==> src/rtl/lsu_port_pkg.sv <==
// Shared ISA-level types for the load/store path: data widths, LSU fault codes
// and the LSU sequencing states.
package isa_types;

    localparam int XLEN = 32;

    typedef enum logic [1:0] {
        write_byte = 2'd0,
        write_half = 2'd1,
        write_word = 2'd2
    } write_width_t;

    typedef enum logic [1:0] {
        FAULT_NONE             = 2'd0,
        FAULT_MISALIGNED_STORE = 2'd1,
        FAULT_ACCESS           = 2'd2
    } lsu_fault_t;

    typedef enum logic [2:0] {
        IDLE     = 3'd0,
        ISSUE_LO = 3'd1,
        ISSUE_HI = 3'd2,
        WAIT     = 3'd3,
        RESP     = 3'd4
    } lsu_state_t;

    function automatic logic [2:0] width_bytes(write_width_t w);
        case (w)
            write_byte: width_bytes = 3'd1;
            write_half: width_bytes = 3'd2;
            write_word: width_bytes = 3'd4;
            default:    width_bytes = 3'd4;
        endcase
    endfunction

endpackage

==> src/rtl/lsu_port_if.sv <==
// Request/response handshake between the execute stage (master) and the
// load/store port (slave).
interface lsu_port_if;
    import isa_types::*;

    logic             req_valid;
    logic             req_ready;
    logic             req_store;
    write_width_t     req_width;
    logic             req_unsigned;
    logic [XLEN-1:0]  req_addr;
    logic [XLEN-1:0]  req_wdata;
    logic             resp_valid;
    logic             resp_ready;
    logic [XLEN-1:0]  resp_rdata;
    lsu_fault_t       resp_fault;

    modport master (
        output req_valid, req_store, req_width, req_unsigned, req_addr, req_wdata, resp_ready,
        input  req_ready, resp_valid, resp_rdata, resp_fault
    );

    modport slave (
        input  req_valid, req_store, req_width, req_unsigned, req_addr, req_wdata, resp_ready,
        output req_ready, resp_valid, resp_rdata, resp_fault
    );

endinterface

==> src/rtl/lsu_port_load_extend.sv <==
// Sign/zero extension of right-aligned load data to XLEN.
module load_extend
    import isa_types::*;
(
    input  write_width_t    width,
    input  logic            is_unsigned,
    input  logic [XLEN-1:0] raw,
    output logic [XLEN-1:0] result
);

    // Replicate the top bit of the loaded field unless zero-extension is requested.
    always_comb begin
        result = raw;
        case (width)
            write_byte: result = {{(XLEN-8){~is_unsigned & raw[7]}}, raw[7:0]};
            write_half: result = {{(XLEN-16){~is_unsigned & raw[15]}}, raw[15:0]};
            write_word: result = raw;
            default:    result = raw;
        endcase
    end

endmodule

==> src/rtl/lsu_port.sv <==
// Load/store initiator: one request at a time, split loads across word
// boundaries, faults on out-of-range accesses and word-crossing stores.
module lsu_port
    import isa_types::*;
#(
    parameter int MEM_BYTES = 1024
) (
    input  logic            clock,
    input  logic            reset,
    lsu_port_if.slave       bus,
    output logic [XLEN-1:0] mem_addr,
    output write_width_t    mem_wwidth,
    output logic            mem_wenable,
    output logic [XLEN-1:0] mem_wdata,
    input  logic [XLEN-1:0] mem_rdata
);

    localparam logic [XLEN:0] MEM_LIMIT = (XLEN+1)'(MEM_BYTES);

    lsu_state_t      state_r;
    logic            store_r;
    logic            unsigned_r;
    logic            split_r;
    write_width_t    width_r;
    logic [XLEN-1:0] addr_r;
    logic [XLEN-1:0] lo_r;
    logic            req_ready_r;
    logic            resp_valid_r;
    logic [XLEN-1:0] resp_rdata_r;
    lsu_fault_t      resp_fault_r;
    logic [XLEN-1:0] mem_addr_r;
    write_width_t    mem_wwidth_r;
    logic            mem_wenable_r;
    logic [XLEN-1:0] mem_wdata_r;

    logic [2:0]      req_nbytes_s;
    logic [XLEN:0]   req_last_s;
    logic            req_cross_s;
    lsu_fault_t      req_fault_s;
    logic [1:0]      lo_lanes_s;
    logic [4:0]      merge_shift_s;
    logic [XLEN-1:0] lo_keep_s;
    logic [XLEN-1:0] merged_s;
    logic [XLEN-1:0] ext_s;

    // Fault classification of the incoming request; the extra top bit catches address wrap.
    always_comb begin
        req_nbytes_s = width_bytes(bus.req_width);
        req_last_s   = {1'b0, bus.req_addr} + {{(XLEN-2){1'b0}}, req_nbytes_s}
                       - {{XLEN{1'b0}}, 1'b1};
        req_cross_s  = ({1'b0, bus.req_addr[1:0]} + req_nbytes_s) > 3'd4;
        if (req_last_s >= MEM_LIMIT) begin
            req_fault_s = FAULT_ACCESS;
        end else if (bus.req_store && req_cross_s) begin
            req_fault_s = FAULT_MISALIGNED_STORE;
        end else begin
            req_fault_s = FAULT_NONE;
        end
    end

    // Split-load merge: low part keeps 4-off bytes, high word lands above it (shift <= 24).
    always_comb begin
        lo_lanes_s    = 2'(3'd4 - {1'b0, addr_r[1:0]});
        merge_shift_s = {lo_lanes_s, 3'b000};
        lo_keep_s     = mem_rdata & ({XLEN{1'b1}} >> {addr_r[1:0], 3'b000});
        if (split_r) begin
            merged_s = lo_r | (mem_rdata << merge_shift_s);
        end else begin
            merged_s = mem_rdata;
        end
    end

    load_extend u_load_extend (
        .width       (width_r),
        .is_unsigned (unsigned_r),
        .raw         (merged_s),
        .result      (ext_s)
    );

    // Request sequencing with all bus and RAM outputs registered.
    always_ff @(posedge clock or posedge reset) begin
        if (reset) begin
            state_r       <= IDLE;
            store_r       <= 1'b0;
            unsigned_r    <= 1'b0;
            split_r       <= 1'b0;
            width_r       <= write_word;
            addr_r        <= {XLEN{1'b0}};
            lo_r          <= {XLEN{1'b0}};
            req_ready_r   <= 1'b1;
            resp_valid_r  <= 1'b0;
            resp_rdata_r  <= {XLEN{1'b0}};
            resp_fault_r  <= FAULT_NONE;
            mem_addr_r    <= {XLEN{1'b0}};
            mem_wwidth_r  <= write_word;
            mem_wenable_r <= 1'b0;
            mem_wdata_r   <= {XLEN{1'b0}};
        end else begin
            case (state_r)
                IDLE: begin
                    if (bus.req_valid) begin
                        req_ready_r <= 1'b0;
                        store_r     <= bus.req_store;
                        unsigned_r  <= bus.req_unsigned;
                        width_r     <= bus.req_width;
                        addr_r      <= bus.req_addr;
                        split_r     <= req_cross_s & ~bus.req_store;
                        if (req_fault_s != FAULT_NONE) begin
                            state_r      <= RESP;
                            resp_valid_r <= 1'b1;
                            resp_fault_r <= req_fault_s;
                            resp_rdata_r <= {XLEN{1'b0}};
                        end else begin
                            state_r       <= ISSUE_LO;
                            mem_addr_r    <= bus.req_addr;
                            mem_wwidth_r  <= bus.req_width;
                            mem_wenable_r <= bus.req_store;
                            mem_wdata_r   <= bus.req_wdata;
                        end
                    end
                end
                ISSUE_LO: begin
                    mem_wenable_r <= 1'b0;
                    if (store_r) begin
                        state_r      <= RESP;
                        resp_valid_r <= 1'b1;
                        resp_fault_r <= FAULT_NONE;
                        resp_rdata_r <= {XLEN{1'b0}};
                    end else if (split_r) begin
                        state_r      <= ISSUE_HI;
                        mem_addr_r   <= {addr_r[XLEN-1:2] + (XLEN-2)'(1), 2'b00};
                        mem_wwidth_r <= write_word;
                    end else begin
                        state_r <= WAIT;
                    end
                end
                ISSUE_HI: begin
                    lo_r    <= lo_keep_s;
                    state_r <= WAIT;
                end
                WAIT: begin
                    resp_rdata_r <= ext_s;
                    resp_fault_r <= FAULT_NONE;
                    resp_valid_r <= 1'b1;
                    state_r      <= RESP;
                end
                RESP: begin
                    if (bus.resp_ready) begin
                        resp_valid_r <= 1'b0;
                        resp_rdata_r <= {XLEN{1'b0}};
                        resp_fault_r <= FAULT_NONE;
                        req_ready_r  <= 1'b1;
                        state_r      <= IDLE;
                    end
                end
                default: begin
                    state_r       <= IDLE;
                    req_ready_r   <= 1'b1;
                    resp_valid_r  <= 1'b0;
                    mem_wenable_r <= 1'b0;
                end
            endcase
        end
    end

    assign bus.req_ready  = req_ready_r;
    assign bus.resp_valid = resp_valid_r;
    assign bus.resp_rdata = resp_rdata_r;
    assign bus.resp_fault = resp_fault_r;
    assign mem_addr       = mem_addr_r;
    assign mem_wwidth     = mem_wwidth_r;
    assign mem_wenable    = mem_wenable_r;
    assign mem_wdata      = mem_wdata_r;

endmodule

==> src/flat_wrapper.sv <==
// flat-port wrapper written by rule: the top's interface ports become plain ports
module lsu_port_flat import isa_types::*;
#(
    parameter int MEM_BYTES = 1024
)
  (clock, reset, mem_addr, mem_wwidth, mem_wenable, mem_wdata, mem_rdata, bus_req_valid, bus_req_store, bus_req_width, bus_req_unsigned, bus_req_addr, bus_req_wdata, bus_resp_ready, bus_req_ready, bus_resp_valid, bus_resp_rdata, bus_resp_fault);
  lsu_port_if bus_i ();
  input  logic clock;
  input  logic reset;
  output logic [XLEN-1:0] mem_addr;
  output write_width_t mem_wwidth;
  output logic mem_wenable;
  output logic [XLEN-1:0] mem_wdata;
  input  logic [XLEN-1:0] mem_rdata;
  input wire logic [$bits(bus_i.req_valid)-1:0] bus_req_valid;
  input wire logic [$bits(bus_i.req_store)-1:0] bus_req_store;
  input wire logic [$bits(bus_i.req_width)-1:0] bus_req_width;
  input wire logic [$bits(bus_i.req_unsigned)-1:0] bus_req_unsigned;
  input wire logic [$bits(bus_i.req_addr)-1:0] bus_req_addr;
  input wire logic [$bits(bus_i.req_wdata)-1:0] bus_req_wdata;
  input wire logic [$bits(bus_i.resp_ready)-1:0] bus_resp_ready;
  output wire logic [$bits(bus_i.req_ready)-1:0] bus_req_ready;
  output wire logic [$bits(bus_i.resp_valid)-1:0] bus_resp_valid;
  output wire logic [$bits(bus_i.resp_rdata)-1:0] bus_resp_rdata;
  output wire logic [$bits(bus_i.resp_fault)-1:0] bus_resp_fault;
  assign bus_i.req_valid = bus_req_valid;
  assign bus_i.req_store = bus_req_store;
  assign bus_i.req_width = bus_req_width;
  assign bus_i.req_unsigned = bus_req_unsigned;
  assign bus_i.req_addr = bus_req_addr;
  assign bus_i.req_wdata = bus_req_wdata;
  assign bus_i.resp_ready = bus_resp_ready;
  assign bus_req_ready = bus_i.req_ready;
  assign bus_resp_valid = bus_i.resp_valid;
  assign bus_resp_rdata = bus_i.resp_rdata;
  assign bus_resp_fault = bus_i.resp_fault;
  lsu_port #(.MEM_BYTES(MEM_BYTES)) u_core (.clock(clock), .reset(reset), .bus(bus_i), .mem_addr(mem_addr), .mem_wwidth(mem_wwidth), .mem_wenable(mem_wenable), .mem_wdata(mem_wdata), .mem_rdata(mem_rdata));
endmodule
==> config.mk <==
export PLATFORM = sky130hd
export DESIGN_NAME = lsu_port_flat
export DESIGN_NICKNAME = d
export VERILOG_FILES = /design/src/rtl/lsu_port_pkg.sv /design/src/rtl/lsu_port_if.sv /design/src/rtl/lsu_port_load_extend.sv /design/src/rtl/lsu_port.sv /design/src/flat_wrapper.sv
export SDC_FILE = /design/constraint.sdc
export NUM_CORES = 1
export LEC_CHECK = 0
export CORE_ASPECT_RATIO = 1.1
export CORE_UTILIZATION = 48
export DETAILED_ROUTE_END_ITERATION = 6
export PLACE_DENSITY = 0.75
export SLEW_MARGIN = 15
export SYNTH_ARGS = -nofsm -noshare
export SYNTH_HDL_FRONTEND = slang
export SYNTH_SLANG_ARGS = --single-unit
==> constraint.sdc <==
create_clock -name clock -period 6.5 [get_ports clock]
set_input_delay 0.65 -clock clock [delete_from_list [all_inputs] [get_ports clock]]
set_output_delay 0.65 -clock clock [all_outputs]
set_load 0.01 [all_outputs]
Word-level counts from Yosys, hierarchy flattened
Index checks and enable logic that the tools add are counted.
- memory bits (writable): 0
- memory bits (read-only): 0
- memories: 0
- bits in latches: 0
- logic and storage cells: 107
- input bits: 104
- flip-flop bits (word level): 175
- output and inout port bits: 103
- equality and inequality tests: 13
- shift operators: 2
- order comparisons: 2
- bitwise operators: 11
- multiply operators: 0
- div/mod/pow operators: 0
- muxes and demuxes: 42
- $add $sub $neg: 5
- reduce and logical (&&, ||, !) cells: 17
- operator list (kind ; number):
    two-way mux 32 bit ; 9
    case mux 32 bit (2 select lines) ; 2
    case mux 32 bit (4 select lines) ; 1
    adder 32 x 3 -> 33 bit ; 1
    >= comparator 33 x 11 -> 1 bit (second input constant) ; 1
    subtractor 33 x 1 -> 33 bit (second input constant) ; 1
    bitwise AND 32 bit ; 1
    OR 32 bit ; 1
    << shifter 32 x 5 -> 32 bit ; 1
    right shift 32 x 5 -> 32 bit (first input constant) ; 1
    adder 30 x 1 -> 30 bit (second input constant) ; 1
    two-way mux 2 bit ; 9
    case mux 3 bit (5 select lines) ; 1
    AND reduction 5 bit ; 3
    two-way mux 3 bit ; 4
    two-way mux 1 bit ; 10
    AND reduction 3 bit ; 3
    != test 2 bit (second input constant) ; 4
    case mux 2 bit (4 select lines) ; 1
    equality test 3 x 2 -> 1 bit (second input constant) ; 2
    != test 2 x 1 -> 1 bit (second input constant) ; 3
    inverter 1 bit ; 6
    case mux 3 bit (2 select lines) ; 1
    OR reduction 3 bit ; 2
    other kinds (17) ; 23

Longest topological paths before layout
- depth after elaboration: 11
- mapped depth: 18
- gate-level depth less buffers: 17

By module
A second synthesis with hierarchy kept.
- cells, all modules: 1339
- area, all modules: 12040.3 µm²
- by module, submodules not included (module ; seq. area each (µm²) ; area each (µm²) ; cells an instance ; times used):
    lsu_port ; 4383.0 ; 11685.0 ; 1272 ; 1
    load_extend ; 0.0 ; 355.3 ; 67 ; 1

Least setup slack after synthesis
OpenSTA, ideal clock, no wires.
- path kind: input to register
- from: input port bus_req_width[1]
- to: register u_core.mem_addr_r[10], in the netlist u_core.mem_addr[10]
- stages on the path: 17
- data required time: 6.375 ns
- data arrival time: 4.377 ns
- buffers on the path: 1
- setup time: 0.125 ns
- path slack: 1.998 ns
- path through: or2_2 ha_1 inv_1 ha_1 inv_1 fa_1 and2b_1 o2111a_1 o2111ai_1 a2111oi_0 nor2_1 a22o_1 nor3_1 nand4_4 o21ai_4 buf_12 mux2_4
- cells in the longest elaborated chain, start to end: 10
- elaborated cells on any way between the ends: 14
- those cells by class: add/sub (3); order compare (2); eq/ne (2); mux (3); reduce/logical (4)
- ends and longest elaborated chain (item ; line ; source):
    start: declaration ; flat_wrapper.sv:17 ; input wire logic [$bits(bus_i.req_width)-1:0] bus_req_width;
    equality test 2 x 1 -> 1 bit or zero test 2 bit (tied branches) ; lsu_port_pkg.sv:28 ; case (w)
    case mux 3 bit (2 select lines) * ; lsu_port_pkg.sv:28 ;
    parallel branches: the longest is 4 deep, another holds adder 32 x 3 -> 33 bit ; -- ;
    two-way mux 2 bit * ; lsu_port.sv:52 ; if (req_last_s >= MEM_LIMIT) begin
    nonzero test 2 bit * ; lsu_port.sv:108 ; if (req_fault_s != FAULT_NONE) begin
    != test 2 bit (no source line) * ; -- ;
    AND reduction 5 bit (no source line) * ; -- ;
    end signal: assignment ; lsu_port.sv:94 ; mem_addr_r <= {XLEN{1'b0}};
    end signal: assignment ; lsu_port.sv:115 ; mem_addr_r <= bus.req_addr;
    end signal: assignment ; lsu_port.sv:131 ; mem_addr_r <= {addr_r[XLEN-1:2] + (XLEN-2)'(1), 2'b00};
    end: declaration ; lsu_port.sv:31 ; logic [XLEN-1:0] mem_addr_r;
Every way passes the cells marked *.
A chain may end at the register's enable or synchronous reset.

Final worst setup path
- from: input port bus_req_width[0]
- to: register u_core.mem_addr_r[2], in the netlist u_core.mem_addr[2]
The elaborated chain is that of the path after synthesis.

==> impl_metrics.xml <==
<?xml version="1.0" encoding="UTF-8"?>
<metrics>
  <group name="synth">
    <metric name="syn_avg_cell_area" unit="µm²">9.16</metric>
    <metric name="synth_enable_flop_cells" unit="">0</metric>
    <metric name="ys_async_sr_fraction" unit="%">100</metric>
    <metric name="ys.warnings.count" unit="">0</metric>
    <metric name="postSynthRegisterBits" unit="">175</metric>
    <metric name="mappedNetlistArea" unit="µm²">10800</metric>
    <metric name="synth-main-ff-cell" unit="">sky130_fd_sc_hd__dfrtp_1</metric>
    <metric name="post_synthesis_cell_count" unit="">1176</metric>
    <metric name="portion_of_the_post_synthesis_area_used_by_sequential_elements" unit="%">40.7</metric>
    <metric name="netlist_cell_types" unit="">81</metric>
    <metric name="synth.net_count" unit="">1320</metric>
  </group>
  <group name="place">
    <metric name="place_congestion" unit="">0.905</metric>
    <metric name="pre_cts_ws" unit="ps">696</metric>
    <metric name="dp.cells" unit="">1622</metric>
    <metric name="detailedPlacementHpwl" unit="µm">21400</metric>
    <metric name="io_buffer_count" unit="">206</metric>
  </group>
  <group name="clock_tree">
    <metric name="cts_inserted_buffers" unit="">17</metric>
    <metric name="clk_pin_slew" unit="ps">80</metric>
    <metric name="cts.path.max_buffers" unit="">2</metric>
    <metric name="postCtsHoldBufs" unit="">0</metric>
    <metric name="cts.repair.resized" unit="">0</metric>
    <metric name="tritoncts_clock_tree" unit="">yes</metric>
    <metric name="cts.root.buffer_cell" unit="">sky130_fd_sc_hd__clkbuf_16</metric>
    <metric name="postCtsSetupRepairBufs" unit="">0</metric>
    <metric name="clock_latency" unit="ps">440</metric>
    <metric name="clock_sinks" unit="">175</metric>
    <metric name="cts.htree.levels" unit="">4</metric>
  </group>
  <group name="global_route">
    <metric name="grt_start_max_net_pins" unit="">113</metric>
    <metric name="grt_remaining_overflow" unit="">0</metric>
    <metric name="grt_pass1_wl" unit="µm">47100</metric>
    <metric name="antenna_found_initial" unit="">1</metric>
    <metric name="grt.total_usage" unit="%">25.9</metric>
    <metric name="via_count_of_the_first_global_routing_pass" unit="">9068</metric>
  </group>
  <group name="hold_path">
    <metric name="holdCritPathClass" unit="">reg2reg</metric>
  </group>
  <group name="setup_path">
    <metric name="critPathArrivalTime" unit="ps">5730</metric>
    <metric name="start_kind" unit="">input port</metric>
    <metric name="critical_path_peak_fanout" unit="">13</metric>
    <metric name="critical_path_class" unit="">in2reg</metric>
    <metric name="crit_path_required_time" unit="ps">6820</metric>
    <metric name="worst_setup_path_end_kind" unit="">flip-flop</metric>
  </group>
  <group name="floorplan">
    <metric name="dieArea" unit="µm²">23000</metric>
    <metric name="ioPinCount" unit="">207</metric>
    <metric name="die_height" unit="µm">159</metric>
    <metric name="core" unit="µm²">22000</metric>
    <metric name="horizontal_die_dimension" unit="µm">145</metric>
    <metric name="row_count" unit="">57</metric>
    <metric name="initial_core_util" unit="%">48.9</metric>
  </group>
  <group name="power_and_ir_drop">
    <metric name="power_report.internal_total" unit="µW">1930</metric>
    <metric name="power_leakage" unit="µW">0.00601</metric>
    <metric name="sequentialPowerShare" unit="%">41.9</metric>
    <metric name="clockPowerShare" unit="%">35.2</metric>
    <metric name="switchingPower" unit="µW">964</metric>
    <metric name="worst_ir_drop_vdd" unit="µV">179</metric>
    <metric name="swShare" unit="%">33.3</metric>
    <metric name="pwr-share-comb" unit="%">22.9</metric>
    <metric name="finalPower" unit="µW">2900</metric>
    <metric name="pwr_density_cell" unit="nW/µm²">214</metric>
  </group>
  <group name="finish">
    <metric name="layout-drive-gt1-share" unit="%">11.0</metric>
    <metric name="design.final.nets" unit="">1490</metric>
    <metric name="final_common_cell" unit="">sky130_fd_sc_hd__nand2_1</metric>
    <metric name="area.growth.synth_to_final" unit="%">25.7</metric>
    <metric name="layout_common_cells" unit="">sky130_fd_sc_hd__nand2_1 (208), sky130_fd_sc_hd__clkdlybuf4s50_1 (206), sky130_fd_sc_hd__dfrtp_1 (172), sky130_fd_sc_hd__o21ai_0 (127), sky130_fd_sc_hd__a21oi_1 (59)</metric>
    <metric name="fin_cells" unit="">1654</metric>
    <metric name="n_antenna_cell" unit="">0</metric>
    <metric name="final.fill_count" unit="">1870</metric>
  </group>
  <group name="sta">
    <metric name="final_hold_viol_count" unit="">0</metric>
    <metric name="finalClockSkew" unit="ps">11.3</metric>
    <metric name="final-max-slew-violation-count" unit="">0</metric>
    <metric name="unrepaired_setup_endpoints_after_global_routing" unit="">false</metric>
    <metric name="setup_total_negative_slack" unit="ps">0</metric>
    <metric name="maxClockFrequency" unit="GHz">0.185</metric>
    <metric name="setup_viol" unit="">0</metric>
    <metric name="timing.max_slew.rel_slack" unit="%">28.2</metric>
    <metric name="final_period_minus_worst_setup_slack" unit="ps">5420</metric>
    <metric name="timing.final.crit_share" unit="%">83.3</metric>
    <metric name="timing_worst_slew_pin_value" unit="ps">1070</metric>
    <metric name="worst_slack" unit="ps">1080</metric>
  </group>
  <group name="detailed_routing">
    <metric name="vias" unit="">9534</metric>
    <metric name="drt-pass1-iter-count" unit="">7</metric>
    <metric name="detail_route.drc_violations" unit="">0</metric>
    <metric name="drt.antenna.violating_nets" unit="">0</metric>
    <metric name="viasPerCell" unit="">5.76</metric>
    <metric name="drt-wirelength-per-cell" unit="µm">17.7</metric>
    <metric name="drt_first_iter_violations" unit="">701</metric>
    <metric name="routed_wirelength" unit="µm">29300</metric>
  </group>
  <group name="outcome">
    <metric name="run_status" unit="">completed</metric>
  </group>
  <group name="run">
    <metric name="drv.max_cap_violation_count" unit="">0</metric>
  </group>
</metrics>
## power groups by stage
stage | combinational, µW | clock [µW] | sequential, µW
2_1_floorplan | 451 | 0 | 1210
3_3_place_gp | 645 | 0 | 1230
3_5_place_dp | 653 | 0 | 1230
4_1_cts | 659 | 1040 | 1210
5_1_grt | 733 | 1080 | 1220
6_report | 664 | 1020 | 1210
## final timing paths
kind / startpoint / to / slack, ps / depth (start not counted)
setup / recovery: bus_req_width[0] / u_core.mem_addr[2]$_DFFE_PP0P_ / 1080 / 18
hold / removal: u_core.bus.resp_rdata[25]$_DFFE_PP0P_ / u_core.bus.resp_rdata[25]$_DFFE_PP0P_ / 480 / 1
setup reg to reg: u_core.addr_r[1]$_DFFE_PP0P_ / u_core.bus.resp_rdata[26]$_DFFE_PP0P_ / 3380 / 8
hold reg to reg: u_core.bus.resp_rdata[25]$_DFFE_PP0P_ / u_core.bus.resp_rdata[25]$_DFFE_PP0P_ / 480 / 1
max in group asynchronous: reset / u_core.mem_wdata[19]$_DFFE_PP0P_ / 4280 / 3
min in group asynchronous: reset / u_core.mem_wdata[15]$_DFFE_PP0P_ / 810 / 2
## cell families (layout without fill, tap and decap cells)
group / after synthesis / in the layout / share of synthesized area [%]
compound gates: 350 / 350 / 21.2
simple gates: 367 / 367 / 15.5
buf+inv: 124 / 307 / 5.18
flops: 175 / 175 / 40.7
xor+xnor: 36 / 36 / 2.93
fa+ha+maj: 40 / 40 / 4.78
mux: 84 / 84 / 9.66
## critical path, stage by stage
cell and delay, ps:
sky130_fd_sc_hd__clkdlybuf4s50_1 460, sky130_fd_sc_hd__or2_2 320, sky130_fd_sc_hd__ha_1 190, sky130_fd_sc_hd__inv_1 50, sky130_fd_sc_hd__ha_1 180, sky130_fd_sc_hd__inv_1 60
sky130_fd_sc_hd__fa_1 410, sky130_fd_sc_hd__and2b_1 290, sky130_fd_sc_hd__o2111a_1 220, sky130_fd_sc_hd__o2111ai_1 220, sky130_fd_sc_hd__a2111oi_0 450, sky130_fd_sc_hd__nor2_1 140
sky130_fd_sc_hd__a22o_1 260, sky130_fd_sc_hd__nor3_1 350, sky130_fd_sc_hd__nand4_4 220, sky130_fd_sc_hd__o21ai_4 550, sky130_fd_sc_hd__buf_4 370, sky130_fd_sc_hd__mux2_4 330
## routing by layer
layer  share of wire, %  vias up  wire length [µm]  global-route usage, %
li1                   -     4547                 -                      -
met1                 42     4631             12500                   33.1
met2                 50      306             14700                   43.8
met3                5.4       50              1590                   4.60
met4                2.2        0               633                   8.37
met5                  0        -                 0                      0
## stage by stage
stage	area (µm²)	hold WS, ps	utilization, %
3_5_place_dp	13000	466	58.8
3_3_place_gp	13000	457	58.8
2_1_floorplan	10800	445	-
5_1_grt	13500	501	61.5
6_report	13500	484	61.5
4_1_cts	13500	484	61.5
## area by class of cell
class / instances / area (µm²) / share of cell area, %
well taps: 295 / 369 / 2.72
clock inverters: 14 / 144 / 1.06
inverters: 59 / 226 / 1.67
multi-input cells: 877 / 5850 / 43.2
clock buffers: 18 / 439 / 3.24
repair buffers: 216 / 2140 / 15.8
flip-flops and latches: 175 / 4380 / 32.4
## state kept, by name, indices dropped and copies added, names as in the netlist
name and count:
u_core.lo_r 32, u_core.addr_r 32, u_core.mem_wdata 32, u_core.width_r 2
u_core.split_r 1, u_core.mem_wenable 1, u_core.store_r 1, u_core.bus.resp_fault 2
u_core.bus.resp_rdata 32, u_core.mem_wwidth 2, u_core.unsigned_r 1, u_core.bus.req_ready 1
u_core.bus.resp_valid 1, u_core.state_r 3, u_core.mem_addr 32
## synth_stat cells, types with 4 or more instances
cell | count | share of area (%)
sky130_fd_sc_hd__o211ai_1 | 5 | 0.35
sky130_fd_sc_hd__nand3_1 | 21 | 0.98
sky130_fd_sc_hd__nand4_1 | 20 | 1.2
sky130_fd_sc_hd__a31oi_1 | 10 | 0.58
sky130_fd_sc_hd__a21o_1 | 22 | 1.5
sky130_fd_sc_hd__o22ai_1 | 4 | 0.23
sky130_fd_sc_hd__o21a_1 | 12 | 0.84
sky130_fd_sc_hd__clkbuf_1 | 34 | 1.2
sky130_fd_sc_hd__o21ai_1 | 8 | 0.37
sky130_fd_sc_hd__or2_2 | 5 | 0.29
sky130_fd_sc_hd__a21oi_2 | 6 | 0.49
sky130_fd_sc_hd__buf_4 | 4 | 0.28
sky130_fd_sc_hd__and3_1 | 10 | 0.58
sky130_fd_sc_hd__or3_1 | 8 | 0.46
sky130_fd_sc_hd__inv_1 | 57 | 2.0
sky130_fd_sc_hd__xor2_1 | 25 | 2.0
sky130_fd_sc_hd__nor3_1 | 12 | 0.56
sky130_fd_sc_hd__a211oi_1 | 6 | 0.42
sky130_fd_sc_hd__o21ai_0 | 127 | 5.9
sky130_fd_sc_hd__a22oi_1 | 9 | 0.63
sky130_fd_sc_hd__a21oi_1 | 59 | 2.7
sky130_fd_sc_hd__a221o_1 | 8 | 0.74
sky130_fd_sc_hd__buf_1 | 6 | 0.21
sky130_fd_sc_hd__nand2b_1 | 11 | 0.64
sky130_fd_sc_hd__o2bb2ai_1 | 24 | 2.0
sky130_fd_sc_hd__mux2_4 | 29 | 4.0
sky130_fd_sc_hd__nor2_1 | 48 | 1.7
sky130_fd_sc_hd__mux2_2 | 44 | 4.6
sky130_fd_sc_hd__o21bai_1 | 4 | 0.28
sky130_fd_sc_hd__ha_1 | 38 | 4.4
sky130_fd_sc_hd__nand2_1 | 208 | 7.2
sky130_fd_sc_hd__a22o_1 | 12 | 0.98
sky130_fd_sc_hd__and4_1 | 4 | 0.33
sky130_fd_sc_hd__mux2i_1 | 11 | 1.0
sky130_fd_sc_hd__buf_2 | 16 | 0.74
sky130_fd_sc_hd__xnor2_1 | 11 | 0.89
sky130_fd_sc_hd__dfrtp_1 | 172 | 40
No activity file was read; power rests on OpenSTA's default activity.
